## src/rtl/ma_pkg.sv

```systemverilog
// Shared encodings and helpers for the RV32I memory-access stage:
// load/store size codes, byte-enable generation, store lane alignment, load extension.
package ma_pkg;

  localparam logic [2:0] LDST_B  = 3'b000;
  localparam logic [2:0] LDST_H  = 3'b001;
  localparam logic [2:0] LDST_W  = 3'b010;
  localparam logic [2:0] LDST_BU = 3'b100;
  localparam logic [2:0] LDST_HU = 3'b101;

  localparam logic [1:0] IO_TAG_DEFAULT = 2'b11;

  // Byte enables of an aligned access; funct3[1:0] carries the size.
  function automatic logic [3:0] be_align(input logic [2:0] code, input logic [1:0] off);
    case (code[1:0])
      2'b00:   be_align = 4'b0001 << off;
      2'b01:   be_align = off[1] ? 4'b1100 : 4'b0011;
      default: be_align = 4'b1111;
    endcase
  endfunction

  function automatic logic [31:0] store_align(input logic [2:0] code, input logic [31:0] data);
    case (code[1:0])
      2'b00:   store_align = {4{data[7:0]}};
      2'b01:   store_align = {2{data[15:0]}};
      default: store_align = data;
    endcase
  endfunction

  function automatic logic [31:0] load_extend(input logic [2:0] code, input logic [31:0] word,
                                              input logic [1:0] off);
    logic [31:0] sh;
    sh = word >> {off, 3'b000};
    case (code)
      LDST_B:  load_extend = {{24{sh[7]}}, sh[7:0]};
      LDST_BU: load_extend = {24'h0, sh[7:0]};
      LDST_H:  load_extend = {{16{sh[15]}}, sh[15:0]};
      LDST_HU: load_extend = {16'h0, sh[15:0]};
      default: load_extend = word;
    endcase
  endfunction

endpackage

```

## src/rtl/ma_store_buffer.sv

```systemverilog
// Posted store buffer: circular FIFO that drains its head every cycle it is non-empty,
// with byte-granular, youngest-wins forwarding to a load word address.
module ma_store_buffer
  import ma_pkg::*;
#(
  parameter int AW    = 11,
  parameter int DEPTH = 4
) (
  input  logic          clk,
  input  logic          rst_n,
  input  logic          i_push,
  input  logic [AW-1:0] i_addr,
  input  logic [31:0]   i_data,
  input  logic [3:0]    i_be,
  input  logic [AW-1:0] i_fwd_addr,
  output logic          o_full,
  output logic          o_empty,
  output logic [AW-1:0] o_head_addr,
  output logic [31:0]   o_head_data,
  output logic [3:0]    o_head_be,
  output logic [31:0]   o_fwd_data,
  output logic [3:0]    o_fwd_mask
);

  localparam int PW = $clog2(DEPTH);

  logic [PW:0]     r_head, r_tail;
  logic [DEPTH-1:0] r_valid;
  logic [AW-1:0]   r_addr [DEPTH];
  logic [31:0]     r_data [DEPTH];
  logic [3:0]      r_be   [DEPTH];
  logic [PW:0]     w_count;
  logic            w_pop;

  assign w_count     = r_tail - r_head;
  assign o_empty     = (w_count == '0);
  assign o_full      = (w_count == (PW+1)'(DEPTH));
  assign w_pop       = !o_empty;
  assign o_head_addr = r_addr[r_head[PW-1:0]];
  assign o_head_data = r_data[r_head[PW-1:0]];
  assign o_head_be   = r_be[r_head[PW-1:0]];

  // NOTE: sequential state uses <= so every flop samples pre-edge values regardless of statement order.
  always_ff @(posedge clk or negedge rst_n) begin
    if (!rst_n) begin
      r_head  <= '0;
      r_tail  <= '0;
      r_valid <= '0;
    end else begin
      if (w_pop) begin
        r_valid[r_head[PW-1:0]] <= 1'b0;
        r_head                  <= r_head + 1'b1;
      end
      if (i_push) begin
        r_valid[r_tail[PW-1:0]] <= 1'b1;
        r_tail                  <= r_tail + 1'b1;
      end
    end
  end

  // NOTE: payload storage carries no reset; r_valid alone decides whether an entry means anything.
  always_ff @(posedge clk) begin
    if (i_push) begin
      r_addr[r_tail[PW-1:0]] <= i_addr;
      r_data[r_tail[PW-1:0]] <= i_data;
      r_be[r_tail[PW-1:0]]   <= i_be;
    end
  end

  // Walk from the oldest slot to the youngest so later matches overwrite earlier ones.
  // NOTE: every always_comb output gets a default first so no path leaves a latch behind.
  always_comb begin
    logic [PW-1:0] idx;
    o_fwd_data = '0;
    o_fwd_mask = '0;
    idx        = '0;
    for (int k = DEPTH; k >= 1; k--) begin
      idx = r_tail[PW-1:0] - PW'(k);
      if (r_valid[idx] && (r_addr[idx] == i_fwd_addr)) begin
        for (int b = 0; b < 4; b++) begin
          if (r_be[idx][b]) begin
            o_fwd_data[8*b +: 8] = r_data[idx][8*b +: 8];
            o_fwd_mask[b]        = 1'b1;
          end
        end
      end
    end
  end

endmodule

```

## src/rtl/ma_stage_sbuf.sv

```systemverilog
// RV32I memory-access stage with a posted store buffer, store-to-load forwarding,
// in-stage load alignment/extension, misalignment detection and an ordered IO region.
module ma_stage_sbuf
  import ma_pkg::*;
#(
  parameter int         DWIDTH   = 11,
  parameter int         SB_DEPTH = 4,
  parameter logic [1:0] IO_TAG   = IO_TAG_DEFAULT
) (
  input  logic              clk,
  input  logic              rst_n,
  input  logic              cmd_ld_ma,
  input  logic              cmd_st_ma,
  input  logic [2:0]        ldst_code_ma,
  input  logic [4:0]        rd_adr_ma,
  input  logic [31:0]       rd_data_ma,
  input  logic              wbk_rd_reg_ma,
  input  logic [31:0]       st_data_ma,
  input  logic              rst_pipe_ma,
  output logic              stall_req,
  output logic              cmd_ld_wb,
  output logic [2:0]        ld_code_wb,
  output logic [4:0]        rd_adr_wb,
  output logic [31:0]       rd_data_wb,
  output logic              wbk_rd_reg_wb,
  output logic [31:0]       ld_data_wb,
  output logic              misalign_wb,
  output logic              ram_ren,
  output logic [DWIDTH-1:0] ram_radr,
  input  logic [31:0]       ram_rdata,
  output logic              ram_wen,
  output logic [DWIDTH-1:0] ram_wadr,
  output logic [31:0]       ram_wdata,
  output logic [3:0]        ram_be,
  output logic              io_we,
  output logic              io_re,
  output logic [13:0]       io_wadr,
  output logic [13:0]       io_radr,
  output logic [31:0]       io_wdata,
  input  logic [31:0]       io_rdata
);

  logic [1:0]        w_off;
  logic [DWIDTH-1:0] w_waddr;
  logic w_is_io, w_misalign, w_mem_st, w_mem_ld, w_io_op, w_accept;
  logic w_sb_full, w_sb_empty;
  logic [31:0] w_fwd_data, w_merged;
  logic [3:0]  w_fwd_mask;

  logic        r_io_ld;
  logic [31:0] r_fwd_data;
  logic [3:0]  r_fwd_mask;

  assign w_off      = rd_data_ma[1:0];
  assign w_waddr    = rd_data_ma[DWIDTH+1:2];
  assign w_is_io    = (rd_data_ma[31:30] == IO_TAG);
  assign w_misalign = (cmd_ld_ma || cmd_st_ma) &&
                      (((ldst_code_ma[1:0] == 2'b01) && w_off[0]) ||
                       ((ldst_code_ma[1:0] == 2'b10) && (w_off != 2'b00)));
  assign w_mem_st   = cmd_st_ma && !w_is_io && !w_misalign;
  assign w_mem_ld   = cmd_ld_ma && !w_is_io && !w_misalign;
  assign w_io_op    = (cmd_ld_ma || cmd_st_ma) && w_is_io && !w_misalign;

  // IO waits for an empty buffer so it is never reordered ahead of posted stores.
  assign stall_req = (w_mem_st && w_sb_full) || (w_io_op && !w_sb_empty);
  assign w_accept  = !stall_req && !rst_pipe_ma;

  ma_store_buffer #(.AW(DWIDTH), .DEPTH(SB_DEPTH)) u_sbuf (
    .clk         (clk),
    .rst_n       (rst_n),
    .i_push      (w_mem_st && w_accept),
    .i_addr      (w_waddr),
    .i_data      (store_align(ldst_code_ma, st_data_ma)),
    .i_be        (be_align(ldst_code_ma, w_off)),
    .i_fwd_addr  (w_waddr),
    .o_full      (w_sb_full),
    .o_empty     (w_sb_empty),
    .o_head_addr (ram_wadr),
    .o_head_data (ram_wdata),
    .o_head_be   (ram_be),
    .o_fwd_data  (w_fwd_data),
    .o_fwd_mask  (w_fwd_mask)
  );

  assign ram_wen  = !w_sb_empty;
  assign ram_ren  = w_mem_ld && w_accept;
  assign ram_radr = w_waddr;
  assign io_we    = w_io_op && cmd_st_ma && (ldst_code_ma == LDST_W) && w_accept;
  assign io_re    = w_io_op && cmd_ld_ma && w_accept;
  assign io_wadr  = rd_data_ma[15:2];
  assign io_radr  = rd_data_ma[15:2];
  assign io_wdata = st_data_ma;

  always_ff @(posedge clk or negedge rst_n) begin
    if (!rst_n) begin
      cmd_ld_wb     <= 1'b0;
      ld_code_wb    <= '0;
      rd_adr_wb     <= '0;
      rd_data_wb    <= '0;
      wbk_rd_reg_wb <= 1'b0;
      misalign_wb   <= 1'b0;
      r_io_ld       <= 1'b0;
      r_fwd_data    <= '0;
      r_fwd_mask    <= '0;
    end else if (rst_pipe_ma) begin
      cmd_ld_wb     <= 1'b0;
      ld_code_wb    <= '0;
      rd_adr_wb     <= '0;
      rd_data_wb    <= '0;
      wbk_rd_reg_wb <= 1'b0;
      misalign_wb   <= 1'b0;
      r_io_ld       <= 1'b0;
      r_fwd_data    <= '0;
      r_fwd_mask    <= '0;
    end else begin
      // A stalled op is still held in EX, so WB sees a bubble this cycle.
      cmd_ld_wb     <= cmd_ld_ma && !stall_req;
      ld_code_wb    <= ldst_code_ma;
      rd_adr_wb     <= rd_adr_ma;
      rd_data_wb    <= rd_data_ma;
      wbk_rd_reg_wb <= wbk_rd_reg_ma && !stall_req && !w_misalign;
      misalign_wb   <= w_misalign;
      r_io_ld       <= io_re;
      r_fwd_data    <= w_fwd_data;
      r_fwd_mask    <= w_mem_ld ? w_fwd_mask : 4'b0000;
    end
  end

  always_comb begin
    w_merged = ram_rdata;
    if (r_io_ld) begin
      w_merged = io_rdata;
    end else begin
      for (int b = 0; b < 4; b++) begin
        if (r_fwd_mask[b]) w_merged[8*b +: 8] = r_fwd_data[8*b +: 8];
      end
    end
  end

  assign ld_data_wb = load_extend(ld_code_wb, w_merged, rd_data_wb[1:0]);

endmodule
```

## config.mk

```make
export PLATFORM = sky130hd
export DESIGN_NAME = ma_stage_sbuf
export DESIGN_NICKNAME = d
export VERILOG_FILES = /design/src/rtl/ma_pkg.sv /design/src/rtl/ma_store_buffer.sv /design/src/rtl/ma_stage_sbuf.sv
export SDC_FILE = /design/constraint.sdc
export NUM_CORES = 1
export LEC_CHECK = 0
export BUFFER_PORTS_ARGS = -buffer_cell sky130_fd_sc_hd__buf_2
export CORE_MARGIN = 1
export CORE_UTILIZATION = 55
export DETAILED_ROUTE_END_ITERATION = 10
export PLACE_DENSITY = 0.89
export SYNTH_ARGS = -nofsm -noshare
export SYNTH_HDL_FRONTEND = slang
export SYNTH_SLANG_ARGS = --single-unit
```

## constraint.sdc

```tcl
create_clock -name clk -period 8.5 [get_ports clk]
set_clock_uncertainty 0.1 [all_clocks]
set_input_delay 1.7 -clock clk [delete_from_list [all_inputs] [get_ports clk]]
set_output_delay 1.7 -clock clk [all_outputs]
set_load 0.01 [all_outputs]
```

==> flow_summary_export.csv, run 1 <==
group,metric,value,unit
layout,area_growth_syn_to_layout,12.9,%
synth,synth_xor_area_share,2.51,%
synth,synth-simple-area-share,6.71,%
worst_setup_path,worstSetupStartpointType,"flop",
placement,dpl_cell_area,20200,um2
synth,ys_warn_count,0,
placement,io_buffers,339,
cts,cts_tree,"yes",
floorplan,dieWidth,187,um
sta,post-route-min-period,6.31,ns
detailed_routing,final_antenna_net_count,0,
power_and_ir_drop,p_sw_share,37.9,%
power_and_ir_drop,total_power,0.00662,W
placement,dp_cells,2021,
synth,synth_cell_types,67,
power_and_ir_drop,p_int,0.00411,W
job,maxCapViolCount,0,
outcome,status,"complete, no violations",
synth,syn_nets,1563,
synth,async_flop_share,32.4,%
power_and_ir_drop,cellLeakagePower,8.20,nW
floorplan,core_area,33600,um2
detailed_routing,via_per_inst,7.09,
worst_hold_path,min_path_type,"reg -> reg",
synth,synth_cells,1411,
sta,period_share,74.3,%
floorplan,start_util,56.1,%
synth,synth_compound_area_share,9.09,%
cts,cts_max_path_buffers,3,
sta,max_slew.worst_pin.slew,1.31,ns
floorplan,ios,340,
layout,drive_gt1_share,40.8,%
synth,synth_top_family_by_area,"multiplexers",
synth,synth-seq-cells,278,
power_and_ir_drop,seq_power_share,25.9,%
detailed_routing,wirelength,58400,um
synth,synthMuxAreaShare,32.4,%
cts,cts_root_buffer,"clkbuf_16",
sta,fin_setup_tns,0,ns
cts,clk_pin_slew,0.08,ns
power_and_ir_drop,p_comb_share,51.7,%
power_and_ir_drop,clkPwrFrac,22.4,%
power_and_ir_drop,power_density,311,nW/um2
floorplan,die_y,187,um
synth,ys.flop_type,"edfxtp_1",
sta,rsz0062_at_grt,"false",
synth,syn_area_per_cell,13.4,um2
power_and_ir_drop,peakVddDrop,0.258,mV
sta,whs,0.393,ns
worst_setup_path,critical_path.endpoint_type,"flop",
detailed_routing,drt_pass1_iterations,8,
synth,syn-cell-area,18900,um2
detailed_routing,dr.first_iter.drc_count,1999,
cts,post_cts_buffers,0,
layout,stdcell_area,21300,um2
worst_setup_path,criticalPathCategory,"reg -> reg",
cts,cts_max_level,1,
placement,gp_congestion,0.944,
grt,grt-ovfl-total,0,
worst_setup_path,crit_arrival,6.66,ns
sta,slew_viol_final,0,
detailed_routing,vias,14700,
detailed_routing,drc,0,
sta,slew_headroom,12.1,%
cts,cts_sinks,278,
floorplan,num_rows,67,
cts,cts.hold.buffers_added,0,
synth,seq_area_frac_synth,41.9,%
grt,grt_use_total,32.9,%
placement,hpwl,37600,um
detailed_routing,wl_per_cell,28.1,um
sta,hold_viol,0,
synth,synth_adder_area_share,0.663,%
sta,setup_viol,0,
cts,numCtsBuffers,30,
layout,nets,1757,
grt,grt_pass1_wl,87800,um
sta,fmax,158,MHz
cts,insertion_delay,0.58,ns
worst_setup_path,cp.required,8.85,ns
grt,grt_pass1_vias,14300,
grt,antenna_found_initial,1,
synth,synth_edf_count,188,
cts,cts.repair.resized,0,
worst_setup_path,cp_max_fo,59,
layout,fin_cells,2079,
grt,grt_max_degree,69,
power_and_ir_drop,switchingPower,0.00251,W
floorplan,dieArea,35000,um2
[critical path, stage by stage, from the launching register on]
cell and delay [ns]:
dfrtp_4 0.71, clkinv_1 0.67, ha_4 1.14, mux4_1 0.66
xor2_1 0.17, nor4_1 1.00, and4_1 0.63, and3_1 0.52
a221oi_1 0.15, o32ai_1 0.40
[worst paths after layout]
path | startpoint | end | slack (ns) | depth (start not counted)
worst max register to register | u_sbuf.r_tail[0] | r_fwd_data[30] | 2.19 | 9
worst min register to register | u_sbuf.r_tail[2] | u_sbuf.r_tail[2] | 0.39 | 1
max in group asynchronous | rst_n | u_sbuf.r_tail[1] | 5.97 | 2
worst min-delay path | u_sbuf.r_tail[2] | u_sbuf.r_tail[2] | 0.39 | 1
worst max-delay path | u_sbuf.r_tail[0] | r_fwd_data[30] | 2.19 | 9
min in group asynchronous | rst_n | rd_adr_wb[2] | 0.95 | 1
[final cells by class]
type                            instances  area [um2]
Antenna cell                            2        5.00
Clock buffer                           35         832
Sequential cell                       278        7910
Tap cell                              448         561
Multi-Input combinational cell        897        9710
Clock inverter                         21         295
Timing Repair Buffer                  355        1820
Inverter                               43         161
Fill cell                            2447       12300
[flip-flops by register name (all words and copies together) (netlist names)]
name            flops
wbk_rd_reg_wb       1
u_sbuf.r_data     128
rd_data_wb         32
u_sbuf.r_valid      4
r_fwd_data         32
u_sbuf.r_addr      44
u_sbuf.r_tail       3
u_sbuf.r_head       3
ld_code_wb          3
cmd_ld_wb           1
u_sbuf.r_be        16
misalign_wb         1
r_io_ld             1
r_fwd_mask          4
rd_adr_wb           5
[metal layers]
layer / vias up / share of wire, % / global-route usage [%]
li1: 5957 / - / -
met2: 1311 / 48 / 53.3
met4: 0 / 4.3 / 12.1
met5: - / 0 / 0
met1: 7240 / 35 / 42.3
met3: 234 / 14 / 9.46
[power by group through the flow]
stage | clock, W | combinational (W) | sequential, W
2_1_floorplan | 0 | 0.00273 | 0.00164
3_3_place_gp | 0 | 0.00325 | 0.00172
3_5_place_dp | 0 | 0.00334 | 0.00174
4_1_cts | 0.00149 | 0.00339 | 0.00171
5_1_grt | 0.00154 | 0.00362 | 0.00173
6_report | 0.00148 | 0.00342 | 0.00172
[cells in the final DEF (no fill, tap or decap), drive strengths merged, types with 21 or more instances in the layout]
cell,instances
nor2b,42
mux4,218
mux2i,87
o22ai,31
clkbuf,35
a31oi,38
nor2,42
dfrtp,90
o21ai,69
inv,44
mux2,25
buf,355
edfxtp,188
a21oi,23
a221oi,33
xnor2,33
nand2,98
xor2,21
[Yosys cell counts (4+ instances only)]
master     number  area [um2]
nand4_1         7        43.8
o21ai_0        68         340
mux4_2        206        4640
buf_4          78         586
xnor2_1        33         289
buf_6           5        56.3
and4_1          8        70.1
a21oi_1        23         115
nand3b_1        4        30.0
and3_1          5        31.3
nand2b_1        4        25.0
a22o_1          8        70.1
dfrtp_1        90        2250
clkbuf_1       51         191
ha_1           10         125
nand2_1        98         368
nor3_1          4        20.0
a22oi_1         7        52.6
inv_1          40         150
o32ai_1        10        87.6
a221oi_1       33         289
mux2_2         24         270
o21bai_1        5        37.5
edfxtp_1      188        5650
nand3_1         7        35.0
nor2b_1        42         263
o22ai_1        31         194
mux4_1         12         315
buf_1          22        82.6
a31oi_1        38         238
xor2_1         21         184
buf_2          35         175
a21o_1          4        30.0
a2111oi_0       4        35.0
nor2_1         42         158
a211oi_1       10        75.1
and2_1          7        43.8
mux2i_1        86         861
[through the flow]
step	utilization, %	setup slack (ns)
2_1_floorplan	-	3.15
3_3_place_gp	60.0	2.70
3_5_place_dp	60.0	2.56
4_1_cts	63.3	2.41
5_1_grt	63.3	2.08
6_report	63.3	2.19
[kinds of logic (layout without fill, tap and decap cells)]
logic type | after synthesis | after routing
buf+inv | 236 | 454
flops | 278 | 278
compound gates | 258 | 258
xor+xnor | 54 | 54
simple gates | 245 | 245
mux | 330 | 330
fa+ha+maj | 10 | 10
other cells | 0 | 2
Power figures use the tool's default switching activity.
==> run 2: changes to the inputs <==
ABC_AREA = 1   (was unset)
CORE_UTILIZATION = 52   (was 55)
PLACE_DENSITY = 0.88   (was 0.89)
clock period = 5.5 ns   (was 8.5 ns; I/O delays follow)
==> run 2 against run 1 <==
Hold slack lost 0.0053 ns. Via count rose by 33%. Combinational power rose by 73%. Die area increased by 7.3%. Clock power grew 41%. Sequential power up 47%. Power grew 59%. Design area is 0.82% higher. Register-to-register slack worse by 0.81 ns. Routed wire length grew 11%. Largest power group unchanged.
==> flow_summary_export.csv, run 2 <==
group,metric,value,unit
grt,grt_pass1_vias,17200,
sta,rsz0062_at_grt,"false",
floorplan,num_rows,69,
synth,synth-seq-cells,278,
synth,syn_nets,2859,
cts,cts.hold.buffers_added,0,
cts,numCtsBuffers,31,
worst_setup_path,r2r_slack,1.38,ns
outcome,status,"complete, no violations",
floorplan,ios,340,
synth,seq_area_frac_synth,41.2,%
synth,synth_commonest_cells,"nand2_1, o21ai_0, inv_1, nand3_1, edfxtp_1",
layout,fillers,3238,
layout,drive_gt1_share,16.2,%
worst_setup_path,timing.rr.start,"u_sbuf.r_tail[1]",
placement,hpwl,47000,um
worst_setup_path,r2r-end,"r_fwd_data[25]",
layout,final_cell_mix,"nand2_1, o21ai_0, buf_2",
placement,io_buffers,339,
sta,setup_viol,0,
sta,slew_headroom,13.3,%
worst_hold_path,min_path_type,"reg -> reg",
synth,synth_cells,2707,
synth,syn_area_per_cell,7.08,um2
cts,cts_sinks,278,
cts,cts_max_path_buffers,3,
sta,post-route-min-period,4.73,ns
layout,largest_reg_flops,128,
layout,nets,3027,
detailed_routing,final_antenna_net_count,0,
power_and_ir_drop,p_comb_share,56.3,%
synth,async_flop_share,32.4,%
worst_setup_path,crit_arrival,3.53,ns
cts,cts_tree,"yes",
layout,stdcell_area,21500,um2
cts,post_cts_buffers,0,
grt,grt_use_total,33.2,%
job,maxCapViolCount,0,
detailed_routing,wl_per_cell,19.3,um
placement,dpl_cell_area,20400,um2
cts,insertion_delay,0.57,ns
worst_setup_path,cp_max_fo,23,
cts,cts_root_buffer,"clkbuf_16",
synth,ys_warn_count,0,
synth,ys_top_cells_by_area,"edfxtp_1, nand2_1, dfrtp_1, o21ai_0, nand3_1",
layout,mostFrequentLayoutCell,"nand2_1",
floorplan,start_util,53.3,%
detailed_routing,drt_pass1_iterations,6,
detailed_routing,wirelength,64700,um
worst_setup_path,cp-startpoint,"r_io_ld",
worst_setup_path,worstSetupEndpoint,"ld_data_wb[25]",
detailed_routing,drc,0,
worst_setup_path,cp.required,4.30,ns
power_and_ir_drop,seq_power_share,24.0,%
worst_setup_path,path_cells,"clkinv_1 > o21ai_0 > o221ai_1 > nand4_1 > nand2_1 > inv_1 > nor2_1 > inv_1 > o21ai_0 > buf_2",
worst_setup_path,critical_path.endpoint_type,"output port",
synth,synth_top_area_share,29.5,%
sta,max_slew.worst_pin.slew,1.30,ns
power_and_ir_drop,p_int,0.00525,W
layout,post-route-util,59.8,%
power_and_ir_drop,peakVddDrop,0.585,mV
worst_setup_path,cp_slowest_cell,"o21ai_0",
synth,synth_cell_types,40,
sta,hold_viol,0,
worst_setup_path,path_delay_family,"compound AO/OA/AOI/OAI gates",
cts,clk_pin_slew,0.06,ns
worst_setup_path,slowest_delay,0.67,ns
power_and_ir_drop,power_density,490,nW/um2
sta,fmax,212,MHz
floorplan,die_y,194,um
grt,grt-ovfl-total,0,
worst_setup_path,criticalPathCategory,"reg -> out",
placement,gp_congestion,0.966,
synth,synth.most_common_cell,"nand2_1",
sta,slew_viol_final,0,
sta,fin_setup_tns,0,ns
synth,syn-cell-area,19200,um2
layout,seqCellArea,7900,um2
detailed_routing,dr.first_iter.drc_count,2821,
power_and_ir_drop,clkPwrFrac,19.7,%
synth,ys.flop_type,"edfxtp_1",
power_and_ir_drop,switchingPower,0.00528,W
sta,period_share,86.0,%
worst_setup_path,critPathBufInv,4,
floorplan,dieArea,37600,um2
grt,grt_pass1_wl,98000,um
detailed_routing,vias,19700,
worst_setup_path,path_depth,10,
worst_setup_path,reg2reg_depth,15,
worst_hold_path,holdPathStages,1,
floorplan,dieWidth,194,um
grt,grt_max_degree,147,
worst_setup_path,worstSetupStartpointType,"flop",
cts,cts.repair.resized,0,
layout,multi_input_area,9000,um2
cts,cts_max_level,1,
grt,antenna_found_initial,4,
layout,area_growth_syn_to_layout,12.1,%
floorplan,core_area,35900,um2
synth,synth_largest_area_cell,"edfxtp_1",
synth,synth_edf_count,188,
detailed_routing,via_per_inst,5.85,
power_and_ir_drop,cellLeakagePower,10.3,nW
power_and_ir_drop,p_sw_share,50.1,%
-- run 2: changes by cell type in the layout (fill, tap and decap cells not counted), moves of 59 or more --
cell | before | now
nand2_1 | 98 | 850
o21ai_0 | 68 | 418
inv_1 | 39 | 252
mux4_2 | 206 | 0
nand3_1 | 7 | 197
a21oi_1 | 23 | 164
mux2i_1 | 86 | 0
nand4_1 | 7 | 68
nor2_1 | 42 | 101
-- run 2: power by group through the flow --
stage | registers (W) | clock network, W | logic, W
after floorplan | 0.00252 | 0 | 0.00406
after global placement | 0.00255 | 0 | 0.00556
after detailed placement | 0.00256 | 0 | 0.00571
after CTS | 0.00252 | 0.00209 | 0.00573
after global routing | 0.00254 | 0.00218 | 0.00644
final | 0.00252 | 0.00208 | 0.00592
-- run 2: final cells by class --
type	instances	share of cell area, %
Tap cell	461	2.69
Inverter	271	4.77
Clock inverter	18	0.997
Sequential cell	278	36.8
Antenna cell	1	0.0117
Timing Repair Buffer	366	9.03
Multi-Input combinational cell	1927	41.9
Clock buffer	39	3.75
-- run 2: through the flow --
stage	hold slack (ns)	worst slack [ns]	std cells	total power, W
final	0.388	0.772	3361	0.0105
after global placement	0.379	1.04	3303	0.00811
after CTS	0.389	0.864	3360	0.0103
after detailed placement	0.381	1.02	3303	0.00826
after global routing	0.406	0.576	3360	0.0112
after floorplan	0.361	0.393	2707	0.00658
-- run 2: logic make-up after synthesis --
group | after synthesis | share of synthesized area, %
AND/OR/NAND/NOR | 1253 | 28.1
XOR/XNOR | 10 | 0.457
adder cells (fa/ha/maj) | 10 | 0.653
buffers and inverters | 502 | 12.0
AO/OA/AOI/OAI | 654 | 17.6
flip-flops | 278 | 41.2
-- run 2: how the worst min path moves through the flow --
stage,startpoint,to,slack (ns)
finish,u_sbuf.r_tail[2],u_sbuf.r_tail[2],0.39
global route,u_sbuf.r_tail[2],u_sbuf.r_tail[2],0.41
CTS,u_sbuf.r_tail[2],u_sbuf.r_tail[2],0.39
detailed placement,u_sbuf.r_tail[2],u_sbuf.r_tail[2],0.38
global placement,u_sbuf.r_tail[2],u_sbuf.r_tail[2],0.38
floorplan,u_sbuf.r_tail[2],u_sbuf.r_tail[2],0.36
-- run 2: routing by layer --
layer / GRT usage [%] / vias up / share of wire [%]
met5: 0 / - / 0.019
li1: - / 9274 / -
met3: 7.36 / 102 / 14
met1: 48.8 / 8918 / 41
met2: 49.2 / 1366 / 43
met4: 9.14 / 2 / 2.4
